`src/rtl/regfile_debug.sv`:
```
// Debug access engine for the processor register file: dumps r0..NREG-1 onto a
// valid/ready stream or loads them from one while the core is stalled.
module regfile_debug #(
    parameter int NREG = 8,
    parameter int AW   = 3,
    parameter int DW   = 16
) (
    input  logic          clock,
    input  logic          reset,
    input  logic          cmd_valid,
    input  logic          cmd_op,
    output logic          cmd_ready,
    output logic [AW-1:0] rf_ra,
    input  logic [DW-1:0] rf_ar,
    output logic [AW-1:0] rf_rb,
    output logic          rf_write,
    output logic [DW-1:0] rf_data,
    input  logic          in_valid,
    input  logic [DW-1:0] in_data,
    output logic          in_ready,
    output logic          out_valid,
    output logic [DW-1:0] out_data,
    output logic          out_last,
    input  logic          out_ready,
    output logic          busy,
    output logic          done
);

    typedef enum logic [2:0] {
        S_IDLE     = 3'd0,
        S_DUMP_RD  = 3'd1,
        S_DUMP_OUT = 3'd2,
        S_LOAD     = 3'd3,
        S_DONE     = 3'd4
    } state_t;

    localparam logic [AW-1:0] LAST_IDX = AW'(NREG - 1);

    state_t          state_q, state_d;
    logic [AW-1:0]   idx_q, idx_d;
    logic            out_valid_q, out_valid_d;
    logic [DW-1:0]   out_data_q, out_data_d;
    logic            out_last_q, out_last_d;
    logic            done_q, done_d;

    // State and output registers; reset aborts any command on the same edge
    always_ff @(posedge clock) begin
        if (!reset) begin
            state_q     <= S_IDLE;
            idx_q       <= {AW{1'b0}};
            out_valid_q <= 1'b0;
            out_data_q  <= {DW{1'b0}};
            out_last_q  <= 1'b0;
            done_q      <= 1'b0;
        end else begin
            state_q     <= state_d;
            idx_q       <= idx_d;
            out_valid_q <= out_valid_d;
            out_data_q  <= out_data_d;
            out_last_q  <= out_last_d;
            done_q      <= done_d;
        end
    end

    // Next-state, index walk and dump word capture
    always_comb begin
        state_d     = state_q;
        idx_d       = idx_q;
        out_valid_d = out_valid_q;
        out_data_d  = out_data_q;
        out_last_d  = out_last_q;
        case (state_q)
            S_IDLE: begin
                if (cmd_valid) begin
                    idx_d   = {AW{1'b0}};
                    state_d = cmd_op ? S_LOAD : S_DUMP_RD;
                end else begin
                    state_d = S_IDLE;
                end
            end
            S_DUMP_RD: begin
                out_data_d  = rf_ar;
                out_last_d  = (idx_q == LAST_IDX);
                out_valid_d = 1'b1;
                state_d     = S_DUMP_OUT;
            end
            S_DUMP_OUT: begin
                if (out_ready) begin
                    out_valid_d = 1'b0;
                    if (out_last_q) begin
                        state_d = S_DONE;
                    end else begin
                        idx_d   = idx_q + AW'(1);
                        state_d = S_DUMP_RD;
                    end
                end else begin
                    state_d = S_DUMP_OUT;
                end
            end
            // Termination is by compare with the last index, so idx never wraps
            S_LOAD: begin
                if (in_valid) begin
                    if (idx_q == LAST_IDX) begin
                        state_d = S_DONE;
                    end else begin
                        idx_d = idx_q + AW'(1);
                    end
                end else begin
                    state_d = S_LOAD;
                end
            end
            S_DONE: begin
                state_d = S_IDLE;
            end
            default: begin
                state_d = S_IDLE;
            end
        endcase
        done_d = (state_d == S_DONE);
    end

    // Register-file port drive and stream handshakes decoded from current state
    always_comb begin
        cmd_ready = (state_q == S_IDLE);
        busy      = (state_q != S_IDLE);
        if (state_q == S_DUMP_RD) begin
            rf_ra = idx_q;
        end else begin
            rf_ra = {AW{1'b0}};
        end
        if (state_q == S_LOAD) begin
            in_ready = 1'b1;
            rf_rb    = idx_q;
            rf_data  = in_data;
            rf_write = in_valid;
        end else begin
            in_ready = 1'b0;
            rf_rb    = {AW{1'b0}};
            rf_data  = {DW{1'b0}};
            rf_write = 1'b0;
        end
    end

    assign out_valid = out_valid_q;
    assign out_data  = out_data_q;
    assign out_last  = out_last_q;
    assign done      = done_q;

endmodule

```
`config.mk`:
```
export PLATFORM = sky130hd
export DESIGN_NAME = regfile_debug
export DESIGN_NICKNAME = d
export VERILOG_FILES = /design/src/rtl/regfile_debug.sv
export SDC_FILE = /design/constraint.sdc
export NUM_CORES = 1
export LEC_CHECK = 0
export ABC_AREA = 1
export ABC_CLOCK_PERIOD_IN_PS = 1250
export CAP_MARGIN = 5
export CORE_ASPECT_RATIO = 0.75
export CORE_MARGIN = 5
export CORE_UTILIZATION = 34
export CTS_BUF_LIST = sky130_fd_sc_hd__clkbuf_8
export CTS_CLUSTER_SIZE = 12
export DETAILED_ROUTE_END_ITERATION = 8
export PLACE_DENSITY = 0.79
export SYNTH_ARGS = -nofsm -noshare
export SYNTH_HDL_FRONTEND = slang
export SYNTH_SLANG_ARGS = --single-unit
```
`constraint.sdc`:
```
create_clock -name clock -period 1.25 [get_ports clock]
set_input_delay 0.1875 -clock clock [delete_from_list [all_inputs] [get_ports clock]]
set_output_delay 0.1875 -clock clock [all_outputs]
set_load 0.05 [all_outputs]
```
==> After elaboration in Yosys (flattened, before gate mapping) <==
Index checks and enable logic that the tools add are counted.
{ "totals": {"reg_bits": 25} }
{ "op_classes": {"n_addsub": 1, "n_eq_ne": 10, "mux": 20, "n_reduce_logical": 6} }
{ "op_table": {"columns": ["op", "n"], "rows": [
  ["3-bit 2-to-1 mux", 11],
  ["16-bit 2-to-1 mux", 1],
  ["3-bit one-hot mux with 4 select lines", 1],
  ["2-bit != test, second input constant", 5],
  ["3-bit one-hot mux with 3 select lines", 1],
  ["3-bit by 2-bit == test with 1-bit output, second input constant", 2],
  ["3-bit == test, second input constant", 2],
  ["6-bit AND reduction", 1],
  ["3-bit nonzero test", 2],
  ["2-bit 2-to-1 mux", 2],
  ["3-bit by 1-bit adder with 3-bit output, second input constant", 1],
  ["3-bit by 1-bit == test with 1-bit output, second input constant", 1],
  ["3-bit zero test", 1],
  ["1-bit 2-to-1 mux", 3],
  ["1-bit one-hot mux with 2 select lines", 1],
  ["2-bit AND reduction", 1],
  ["2-bit nonzero test", 1]
]} }

==> Logic depth before layout (Yosys ltp) <==
{ "depth": {"depth_word": 5, "ltp_mapped": 10} }

==> Worst setup path after synthesis <==
Ideal clock, no wire load.
{ "synth_path": {"path_type": "flip-flop to output port", "start": "register state_q[1]", "end": "output port rf_data[0]", "t_arrival_ns": 1.694, "slack_ns": -0.632, "stages_incl_launch_ff": 6, "n_path_buf": 1, "cell_sequence": "dfxtp_1 > nand2_1 > nor2_4 > inv_2 > buf_6 > nor2_1"} }
{ "synth_between": {"elab_chain_len": 2} }
{ "synth_lines": {"columns": ["item", "line", "source"], "rows": [
  ["start, declared", "39", "state_t state_q, state_d;"],
  ["start signal, assigned", "56", "state_q <= state_d;"],
  ["3-bit by 2-bit == test with 1-bit output", "131", "if (state_q == S_LOAD) begin"],
  ["16-bit 2-to-1 mux", "131", null],
  ["end, declared", "17", "output logic [DW-1:0] rf_data,"]
]} }
No other way between the ends.

==> Worst setup path after layout <==
{ "layout_path": {"start": "register state_q[1]", "end": "output port rf_data[6]"} }
The elaborated chain is that of the path after synthesis.

==> out/qor.log <==
qor: sta.unrepaired_setup_endpoints_after_global_routing yes
qor: sta.max_freq 619 MHz
qor: setup_path.timing.critical_path.fanout_max 6
qor: route.dr_total_vias 1647
qor: synth.ys_seq_area_frac 0.382
qor: setup_path.path_common_cell nor2_4
qor: cts.worstSkewPairLatency 270 ps
qor: sta.fin_worst_skew 1.56 ps
qor: route.routed_wire_per_std_cell 18.1 um
qor: sta.number_of_hold_violations_in_the_final_report 0
qor: setup_path.startpoint_kind_of_the_worst_setup_timing_path flip-flop
qor: final_layout.final_util 0.885
qor: cts.tritoncts.num_buffers 3
qor: route.drt_iter0_drc 126
qor: grt.met2_usage 0.353
qor: synth.syn_area 0.00131 mm2
qor: power_and_ir_drop.power-per-cell-area 979 mW/mm2
qor: cts.ctsHoldBuffers 0
qor: route.post-route-drc-count 0
qor: floorplan.die-height 63.7 um
qor: cts.path_clk_slew 90 ps
qor: cts.ctsRootBufferMaster clkbuf_8
qor: synth.synth_warnings 0
qor: floorplan.placement_rows 19
qor: grt.grt_first_pass_wirelength 7770 um
qor: sta.slew_viol_final 0
qor: final_layout.antenna_cells_inserted 0
qor: grt.total_overflow_reported_by_the_global_router 0
qor: synth.postSynthAreaPerCell 7.27 um2
qor: cts.cts_tree done
qor: grt.groute.layer.met1.usage 0.216
qor: setup_path.worstPathRequired 1060 ps
qor: grt.use_met3 0.0744
qor: cts.clock_path_buffers 2
qor: final_layout.area_delta_synth_final 149%
qor: sta.final.min_clock_period 1620 ps
qor: sta.holdWs 485 ps
qor: synth.syn_inst 180
qor: sta.fin_ws -366 ps
qor: setup_path.timing.critical_path.arrival 1430 ps
qor: final_layout.post_route_cells_drive_above_1_share 0.483
qor: flow_run.maxCapViolations 0
qor: power_and_ir_drop.vdd_ir_drop_max 0.984 mV
qor: grt.grt_start_max_net_pins 27
qor: cts.clock_sink_count 25
qor: route.totalWireLength 6120 um
qor: power_and_ir_drop.post-layout-total-power 3.19 mW
qor: placed_design.detailedPlacementHpwl 3500 um
qor: grt.vias_in_the_first_global_route 1589
qor: setup_path.crit_path_cell_trace nand2_2 -> nor2_4 -> inv_6 -> clkbuf_16 -> nor2_4 -> buf_12
qor: placed_design.port_buffers 82
qor: setup_path.timing.critical_path.buf_inv 3
qor: outcome.run_status complete, but fails checks
qor: floorplan.start_util 0.355
qor: grt.grt_busiest_layer met2
qor: synth.ys_types 23
qor: setup_path.end_kind output pin
qor: route.drt.antenna.violating_nets 0
qor: sta.fin_crit_sh 1.29
qor: grt.antenna_found_initial 0
qor: final_layout.post_layout_nonfiller_instances 338
qor: route.detailedRoute.firstPassIterationCount 4
qor: placed_design.gp_routability_congestion 0.791
qor: synth.ys_seq_elements 25
qor: floorplan.chipWidth 81.6 um
qor: setup_path.criticalPathCategory reg -> out
qor: synth.syn-num-nets 220
qor: placed_design.place.detailed.instances 321
qor: sta.max_slew.worst_pin.slew 298 ps
qor: final_layout.design.final.nets 327
qor: setup_path.crit_slowest_cell dfxtp_4
qor: power_and_ir_drop.static-leakage-power 1.32 nW
qor: cts.h_tree_depth 1
qor: sta.max_slew_margin 0.801
qor: sta.report.final.setup_viol 51
qor: grt.groute.usage.overall 0.195
qor: min_path.hold_path.class reg -> reg
qor: outcome.violated_checks setup timing
qor: route.drt-vias-per-instance 4.87
qor: floorplan.core_area 0.00368 mm2
qor: floorplan.die_area 0.00520 mm2
qor: setup_path.cpLargestDelayFamily buffers and inverters
qor: floorplan.floorplan.io_pins 83
qor: setup_path.crit_path_max_incr_delay 390 ps
[worst register-to-register path, cell delays in order, from the launching register on]
cell	delay, ps
dfxtp_2	350
ha_4	170
ha_4	160
inv_2	50
nand2_1	80
nand2_2	110
nand3_4	100
o21bai_1	190
nand2_1	70
nor2_1	120
[cell usage after synthesis]
cell,instances,area (um2)
nand3_2,1,10.0
a21oi_1,20,100
nand2_1,16,60.1
a41oi_1,1,8.76
buf_12,1,20.0
clkbuf_1,2,7.51
ha_1,2,25.0
dfxtp_1,25,500
nand3b_1,1,7.51
nand4_1,1,6.26
o21bai_1,1,7.51
inv_1,43,161
nand2_2,1,6.26
o21ai_0,19,95.1
nor2_1,20,75.1
nor2_4,11,124
inv_2,1,3.75
nor2_2,3,18.8
a31oi_1,1,6.26
nand3_1,4,20.0
buf_2,3,15.0
nor3b_1,1,7.51
buf_6,2,22.5
[layout by cell type (no fill, tap or decap), drive strengths merged]
master	instances
dfxtp	25
nand3	5
a41oi	1
nor2	34
nor3b	1
o21bai	1
buf	71
inv	43
a21oi	20
a31oi	1
clkinvlp	2
nand3b	1
nand2	17
clkbuf	5
ha	2
o21ai	19
clkdlybuf4s50	37
nand4	1
[area by class of cell]
type	instances	area, um2
Clock buffer	3	41.3
Clock inverter	1	7.51
Fill cell	156	424
Inverter	44	176
Multi-Input combinational cell	103	842
Sequential cell	25	512
Tap cell	52	65.1
Timing Repair Buffer	110	1620
[per-stage QoR]
stage / setup TNS [ps] / instance area [um2] / setup WS [ps]
after floorplan: -8240 / 1410 / -399
final: -10590 / 3260 / -366
after CTS: -5950 / 3080 / -262
after global routing: -12570 / 3260 / -408
after global placement: -267 / 2820 / -95.6
after detailed placement: -846 / 2820 / -150
[what timing repair did]
action | in CTS | in global routing
pin swaps | 16 | 8
cloned | 1 | 2
gates resized for setup | 33 | 39
buffers inserted | 9 | 3
endpoints found under the setup margin | 39 | 50
endpoints found under the hold margin | 0 | 0
[final timing paths]
path / startpoint / to / slack [ps] / depth (start not counted)
hold reg to reg: out_data[1] / out_data[1] / 480 / 2
setup reg to reg: idx_q[0] / idx_q[2] / -210 / 9
hold / removal: out_data[1] / out_data[1] / 480 / 2
setup / recovery: state_q[1] / rf_data[6] / -370 / 6
[power by group]
| group | total, mW | switching (mW) | internal (mW) | leakage, nW |
|---|---|---|---|---|
| Combinational | 1.69 | 0.878 | 0.808 | 1.09 |
| Sequential | 0.999 | 0.106 | 0.893 | 0.208 |
| Clock | 0.508 | 0.282 | 0.226 | 0.0217 |
| Total | 3.19 | 1.27 | 1.93 | 1.32 |
[per-layer routing]
layer,wire length [um],vias up,part of all wire
met4,163,0,0.027
met1,2230,784,0.36
met3,595,15,0.097
li1,-,765,-
met2,3130,83,0.51
met5,0,-,0
[state kept, by name, summed over array words and instances (netlist names)]
register	flops
done	1
idx_q	3
out_data	16
out_last	1
out_valid	1
state_q	3
[cells by family after synthesis]
logic type | count (synthesis) | synth area share
adder cells (fa/ha/maj) | 2 | 0.0191
AND/OR/NAND/NOR | 59 | 0.256
flip-flops | 25 | 0.382
buffers and inverters | 52 | 0.176
AO/OA/AOI/OAI | 42 | 0.166
Note: power is estimated with default switching activity, not from simulation.
